`config.mk`:
```
export PLATFORM = sky130hd
export DESIGN_NAME = datapath_flat
export DESIGN_NICKNAME = d
export VERILOG_FILES = /design/src/rtl/datapath_if.sv /design/src/rtl/datapath.sv /design/src/flat_wrapper.sv
export SDC_FILE = /design/constraint.sdc
export NUM_CORES = 2
export LEC_CHECK = 0
export ABC_AREA = 0
export ABC_CLOCK_PERIOD_IN_PS = 17800
export CORE_ASPECT_RATIO = 2
export CORE_MARGIN = 5
export CORE_UTILIZATION = 40
export CTS_CLUSTER_SIZE = 24
export DETAILED_ROUTE_END_ITERATION = 10
export PLACE_DENSITY = 0.66
export SLEW_MARGIN = 10
export SYNTH_ARGS = -nofsm -noshare
export SYNTH_HDL_FRONTEND = slang
export SYNTH_SLANG_ARGS = --single-unit
export TNS_END_PERCENT = 30
```
`constraint.sdc`:
```
create_clock -name Clk -period 17.8 [get_ports Clk]
set_clock_uncertainty 0.1 [all_clocks]
set_input_delay 4.45 -clock Clk [delete_from_list [all_inputs] [get_ports Clk]]
set_output_delay 4.45 -clock Clk [all_outputs]
set_load 0.03 [all_outputs]
```
`src/rtl/datapath_if.sv`:
```
// Control and observation bundle between the processor controller and its
// execution datapath.
interface datapath_if #(
  parameter int DATA_W  = 16,
  parameter int DMEM_AW = 8,
  parameter int RF_AW   = 4
);
  logic [DMEM_AW-1:0] D_addr;
  logic               D_wr;
  logic               RF_s;
  logic [RF_AW-1:0]   RF_W_addr;
  logic               RF_W_en;
  logic [RF_AW-1:0]   RF_Ra_addr;
  logic [RF_AW-1:0]   RF_Rb_addr;
  logic [2:0]         Alu_s0;
  logic [DATA_W-1:0]  Ra_data;
  logic [DATA_W-1:0]  Rb_data;
  logic [DATA_W-1:0]  ALU_out;
  logic [DATA_W-1:0]  Mem_q;
  logic [DATA_W-1:0]  W_data;

  modport master (
    output D_addr, D_wr, RF_s, RF_W_addr, RF_W_en, RF_Ra_addr, RF_Rb_addr, Alu_s0,
    input  Ra_data, Rb_data, ALU_out, Mem_q, W_data
  );

  modport slave (
    input  D_addr, D_wr, RF_s, RF_W_addr, RF_W_en, RF_Ra_addr, RF_Rb_addr, Alu_s0,
    output Ra_data, Rb_data, ALU_out, Mem_q, W_data
  );
endinterface

```
`src/rtl/datapath.sv`:
```
// Execution datapath: 256x16 synchronous data memory, 16x16 register file
// with two combinational read ports, and an eight-function 16-bit ALU.
module datapath #(
  parameter int DATA_W  = 16,
  parameter int DMEM_AW = 8,
  parameter int RF_AW   = 4
) (
  input  logic       Clk,
  input  logic       Rst,
  datapath_if.slave  bus
);
  localparam int RF_DEPTH   = 1 << RF_AW;
  localparam int DMEM_DEPTH = 1 << DMEM_AW;

  logic [DATA_W-1:0] regs_r    [RF_DEPTH];
  logic [DATA_W-1:0] mem_r     [DMEM_DEPTH];
  logic [DATA_W-1:0] mem_q_r;
  logic [DATA_W-1:0] ra_s;
  logic [DATA_W-1:0] rb_s;
  logic [DATA_W-1:0] alu_s;
  logic [DATA_W-1:0] w_data_s;

  // No bypass: a same-cycle write is only visible after the edge.
  assign ra_s = regs_r[bus.RF_Ra_addr];
  assign rb_s = regs_r[bus.RF_Rb_addr];

  // ALU function decode, all results wrap modulo 2^DATA_W.
  always_comb begin
    alu_s = {DATA_W{1'b0}};
    case (bus.Alu_s0)
      3'b000:  alu_s = {DATA_W{1'b0}};
      3'b001:  alu_s = ra_s + rb_s;
      3'b010:  alu_s = ra_s - rb_s;
      3'b011:  alu_s = ra_s;
      3'b100:  alu_s = ra_s ^ rb_s;
      3'b101:  alu_s = ra_s | rb_s;
      3'b110:  alu_s = ra_s & rb_s;
      3'b111:  alu_s = ra_s + {{(DATA_W-1){1'b0}}, 1'b1};
      default: alu_s = {DATA_W{1'b0}};
    endcase
  end

  // Register write source select.
  always_comb begin
    w_data_s = alu_s;
    if (bus.RF_s) begin
      w_data_s = mem_q_r;
    end else begin
      w_data_s = alu_s;
    end
  end

  // Register file write port; reset clears every register.
  always_ff @(posedge Clk or negedge Rst) begin
    if (!Rst) begin
      for (int i = 0; i < RF_DEPTH; i++) begin
        regs_r[i] <= {DATA_W{1'b0}};
      end
    end else if (bus.RF_W_en) begin
      regs_r[bus.RF_W_addr] <= w_data_s;
    end
  end

  // Memory array is never cleared; writes are blocked while reset is held.
  always_ff @(posedge Clk) begin
    if (Rst && bus.D_wr) begin
      mem_r[bus.D_addr] <= ra_s;
    end
  end

  // Registered read port returns the pre-write contents on a collision.
  always_ff @(posedge Clk or negedge Rst) begin
    if (!Rst) begin
      mem_q_r <= {DATA_W{1'b0}};
    end else begin
      mem_q_r <= mem_r[bus.D_addr];
    end
  end

  assign bus.Ra_data = ra_s;
  assign bus.Rb_data = rb_s;
  assign bus.ALU_out = alu_s;
  assign bus.Mem_q   = mem_q_r;
  assign bus.W_data  = w_data_s;
endmodule

```
`src/flat_wrapper.sv`:
```
// flat-port wrapper written by rule: the top's interface ports become plain ports
module datapath_flat 
#(
  parameter int DATA_W  = 16,
  parameter int DMEM_AW = 8,
  parameter int RF_AW   = 4
)
  (Clk, Rst, bus_D_addr, bus_D_wr, bus_RF_s, bus_RF_W_addr, bus_RF_W_en, bus_RF_Ra_addr, bus_RF_Rb_addr, bus_Alu_s0, bus_Ra_data, bus_Rb_data, bus_ALU_out, bus_Mem_q, bus_W_data);
  datapath_if #(.DATA_W(DATA_W), .DMEM_AW(DMEM_AW), .RF_AW(RF_AW)) bus_i ();
  input  logic Clk;
  input  logic Rst;
  input wire logic [$bits(bus_i.D_addr)-1:0] bus_D_addr;
  input wire logic [$bits(bus_i.D_wr)-1:0] bus_D_wr;
  input wire logic [$bits(bus_i.RF_s)-1:0] bus_RF_s;
  input wire logic [$bits(bus_i.RF_W_addr)-1:0] bus_RF_W_addr;
  input wire logic [$bits(bus_i.RF_W_en)-1:0] bus_RF_W_en;
  input wire logic [$bits(bus_i.RF_Ra_addr)-1:0] bus_RF_Ra_addr;
  input wire logic [$bits(bus_i.RF_Rb_addr)-1:0] bus_RF_Rb_addr;
  input wire logic [$bits(bus_i.Alu_s0)-1:0] bus_Alu_s0;
  output wire logic [$bits(bus_i.Ra_data)-1:0] bus_Ra_data;
  output wire logic [$bits(bus_i.Rb_data)-1:0] bus_Rb_data;
  output wire logic [$bits(bus_i.ALU_out)-1:0] bus_ALU_out;
  output wire logic [$bits(bus_i.Mem_q)-1:0] bus_Mem_q;
  output wire logic [$bits(bus_i.W_data)-1:0] bus_W_data;
  assign bus_i.D_addr = bus_D_addr;
  assign bus_i.D_wr = bus_D_wr;
  assign bus_i.RF_s = bus_RF_s;
  assign bus_i.RF_W_addr = bus_RF_W_addr;
  assign bus_i.RF_W_en = bus_RF_W_en;
  assign bus_i.RF_Ra_addr = bus_RF_Ra_addr;
  assign bus_i.RF_Rb_addr = bus_RF_Rb_addr;
  assign bus_i.Alu_s0 = bus_Alu_s0;
  assign bus_Ra_data = bus_i.Ra_data;
  assign bus_Rb_data = bus_i.Rb_data;
  assign bus_ALU_out = bus_i.ALU_out;
  assign bus_Mem_q = bus_i.Mem_q;
  assign bus_W_data = bus_i.W_data;
  datapath #(.DATA_W(DATA_W), .DMEM_AW(DMEM_AW), .RF_AW(RF_AW)) u_core (.Clk(Clk), .Rst(Rst), .bus(bus_i));
endmodule
```
==> impl_metrics.toml <==
[floorplan]
floorplan.initialDensity_pct = 40.14
core_um2 = 430900
die_w_um = 475.0
rows = 341
ios = 108
fp.dieH_um = 940.0
die-area_um2 = 446500

[critical_path]
worst-path-max-fanout = 44
cp_slowest_cell = "clkdlybuf4s50_1"
path_class = "in2out"
critPathTopFamily = "compound AO/OA/AOI/OAI gates"
rrSetupSlack_ns = 11.68
endpoint_kind = "output port"
cp_num_buf_inv = 3
cpPeakStageDelay_ns = 0.73
reg2regPathDepth = 18
crit_chain = "buf_4 -> buf_4 -> mux4_1 -> a22o_1 -> a221oi_2 -> nand4_2 -> nor3_4 -> and3_1 -> o21ai_0 -> a21oi_1 -> ha_1 -> a21o_1 -> a21o_1 -> a21oi_1 -> o31a_1 -> o21ai_0 -> nand2b_1 -> a21oi_1 -> nor2_1 -> nand2_1 -> clkdlybuf4s50_1"
path_common_cell = "a21oi_1"
worstReg2RegEnd = "u_core.regs_r[63]"
worstPathRequired_ns = 13.25
r2r_start = "u_core.regs_r[244]"
cp_data_arrival_time_ns = 11.62
critPathLaunchType = "primary input"

[worst_hold_path]
min_from = "u_core.regs_r[13]"
min_to = "u_core.regs_r[13]"
holdPathStages = 2
min_path_type = "reg2reg"

[synth]
ys_warn_count = 0
synth-simple-area-share_pct = 2.352
muxShareOfSynthArea_pct = 19.69
syn_nets = 7910
synth_top_family_by_area = "multiplexers"
synth-compound-area-share_pct = 1.180
ys.flop_type = "edfxtp_1"
netlist_instances = 7833
yosysSeqAreaShare_pct = 75.04
synth_area_per_cell_um2 = 22.08
ys_ff_latch = 4368
synth-xor-area-share_pct = 0.08608
synth_fa_ha_area_share_pct = 0.3588
synth.distinct_cells = 74
ys_async_sr_fraction_pct = 6.227
synth-edff-count = 4096
netlist_area_um2 = 173000

[route]
viasPerCell = 5.962
drc = 0
firstDrtPassIters = 6
wirelength_um = 502600
drt_first_iter_violations = 8827
ant_nets = 0
vias = 85022
wl_per_cell_um = 35.24

[clock_tree]
cts_resized = 0
clk_latency_ns = 0.94
holdBufCountCts = 0
clk_pin_slew_worst_paths_ns = 0.07
post_cts_buffers = 0
cts-root-buf = "clkbuf_16"
clockBufferDepth = 4
cts_sinks = 4368
cts_made_buffers = 350
cts_tree = "yes"
htreeDepth = 5

[placement]
hpwl_um = 325500
gp_congestion = 0.9370
placed_area_um2 = 183300
io_buffers = 107

[cells_and_area]
final_nets = 8330
mostFrequentLayoutCell = "edfxtp_1"
syn_to_final_growth_pct = 12.67
final_cell_area_um2 = 194900
drive_gt1_share_pct = 32.33
final_cell_mix = "edfxtp_1, mux4_2, nand2_1"
fill_cells = 35339

[timing]
finalHoldViolCount = 0
holdWs_ns = 0.4016
fmax_mhz = 61.86
rsz0062_at_grt = "no"
setup_tns_ns = 0
maxSlewViolCount = 0
period_needed_ns = 16.17
period_share_pct = 90.82
setup_viol = 0
relSlewSlack_pct = 0.3566
max_slew.worst_pin.slew_ns = 1.495

[grt]
grt_pass1_wl_um = 697900
grt_pass1_vias = 88865
grt_busiest_layer = "met2"
use_met3_pct = 2.887
grtUsageMet2_pct = 40.53
grt_antenna_before_repair = 24
grtUsageTotal_pct = 22.23
gr-total-overflow = 0
grt_max_degree = 194
use_met1_pct = 23.24

[power]
peakVddDrop_v = 0.00009396
p_leak_nw = 62.10
p_per_area_nw_per_um2 = 125.0

[run]
max_cap_violations = 0

[status]
status = "finished, final reports clean"
==> area by class of cell <==
class	instances	area, um2	share of cell area (%)
flip-flops and latches	4368	129800	66.60
clock buffers	422	9176	4.708
diodes	71	177.7	0.09117
multi-input cells	2936	41720	21.41
inverters	59	221.5	0.1136
well taps	5659	7081	3.633
repair buffers	538	4522	2.320
clock inverters	207	2190	1.124
==> layer usage <==
layer	routed length [um]	vias up
li1	-	33677
met1	155500	45927
met2	271000	4143
met3	30570	1275
met4	45540	0
met5	0	-
==> worst reg2reg max path: cells and delay by family (launching register included) <==
kind	cells	cell delay (ns)
DFF	1	0.41
muxes	1	0.49
adders and majority gates	1	0.40
buffers and inverters	1	0.37
and+or+nand+nor	7	1.70
AOI/OAI and AO/OA	8	2.49
==> state kept, by name (all words and copies together), names as in the netlist <==
register and cells:
u_core.mem_r 4096, u_core.bus.Mem_q 16, u_core.regs_r 256
==> worst max-delay path by stage <==
| stage | startpoint | cells past startpoint | endpoint |
|---|---|---|---|
| 2_1_floorplan | bus_RF_Ra_addr[1] | 19 | bus_W_data[12] |
| 3_3_place_gp | bus_RF_Rb_addr[0] | 20 | bus_ALU_out[15] |
| 3_5_place_dp | bus_RF_Rb_addr[0] | 21 | bus_ALU_out[15] |
| 4_1_cts | bus_RF_Rb_addr[0] | 21 | bus_ALU_out[15] |
| 5_1_grt | bus_RF_Rb_addr[0] | 21 | bus_ALU_out[15] |
| 6_report | bus_RF_Rb_addr[0] | 21 | bus_ALU_out[15] |
==> synthesized netlist by cell type, types with 4 or more instances <==
| cell type | number | area [um2] |
|---|---|---|
| mux2_2 | 103 | 1160 |
| dfrtp_1 | 272 | 6807 |
| nand2_1 | 460 | 1727 |
| ha_1 | 48 | 600.6 |
| o21ai_0 | 44 | 220.2 |
| nor4_1 | 4 | 25.02 |
| a21oi_1 | 34 | 170.2 |
| buf_2 | 84 | 420.4 |
| edfxtp_1 | 4096 | 123000 |
| nand3_1 | 64 | 320.3 |
| a41oi_1 | 11 | 96.34 |
| mux2i_1 | 55 | 550.5 |
| nor2_1 | 324 | 1216 |
| and2_1 | 8 | 50.05 |
| xnor2_1 | 16 | 140.1 |
| o21a_1 | 5 | 37.54 |
| inv_1 | 50 | 187.7 |
| a31oi_1 | 23 | 143.9 |
| inv_2 | 9 | 33.78 |
| or3_1 | 4 | 25.02 |
| nand2b_1 | 13 | 81.33 |
| nor2b_1 | 34 | 212.7 |
| o21ai_2 | 9 | 78.83 |
| a32oi_1 | 7 | 61.31 |
| a22oi_1 | 25 | 187.7 |
| mux4_1 | 4 | 105.1 |
| o21ai_1 | 78 | 390.4 |
| a221oi_2 | 4 | 60.06 |
| nor3_1 | 14 | 70.07 |
| mux4_2 | 1432 | 32250 |
| and3_1 | 15 | 93.84 |
| buf_1 | 88 | 330.3 |
| nand4_1 | 17 | 106.4 |
| a22o_1 | 7 | 61.31 |
| a221o_1 | 8 | 80.08 |
| buf_8 | 6 | 90.09 |
| clkbuf_1 | 283 | 1062 |
| buf_4 | 5 | 37.54 |
| a221oi_1 | 16 | 140.1 |
==> per-stage QoR <==
step                instances  power [mW]  setup slack [ns]  utilization [%]
floorplan                7833       15.02             2.022                -
global placement        13560       16.51             1.602            42.55
detailed placement      13560       16.68             1.637            42.55
CTS                     14189       24.47             1.624            45.18
global route            14251       25.07             1.292            45.22
finish                  14260       24.37             1.634            45.23
==> where the power goes <==
part	internal (mW)	total (mW)	switching, mW
combinational	0.976	3.57	2.60
sequential	12.6	12.9	0.253
clock	4.25	7.91	3.66
==> cell families (layout without fill, tap and decap cells) <==
family | count (synthesis) | count (layout)
adders and majority gates | 49 | 49
and+or+nand+nor | 972 | 972
AOI/OAI and AO/OA | 304 | 304
xor gates and xnor gates | 17 | 17
buffers and inverters | 529 | 1226
DFF | 4368 | 4368
other | 0 | 71
muxes | 1594 | 1594
Power figures use the tool's default switching activity.
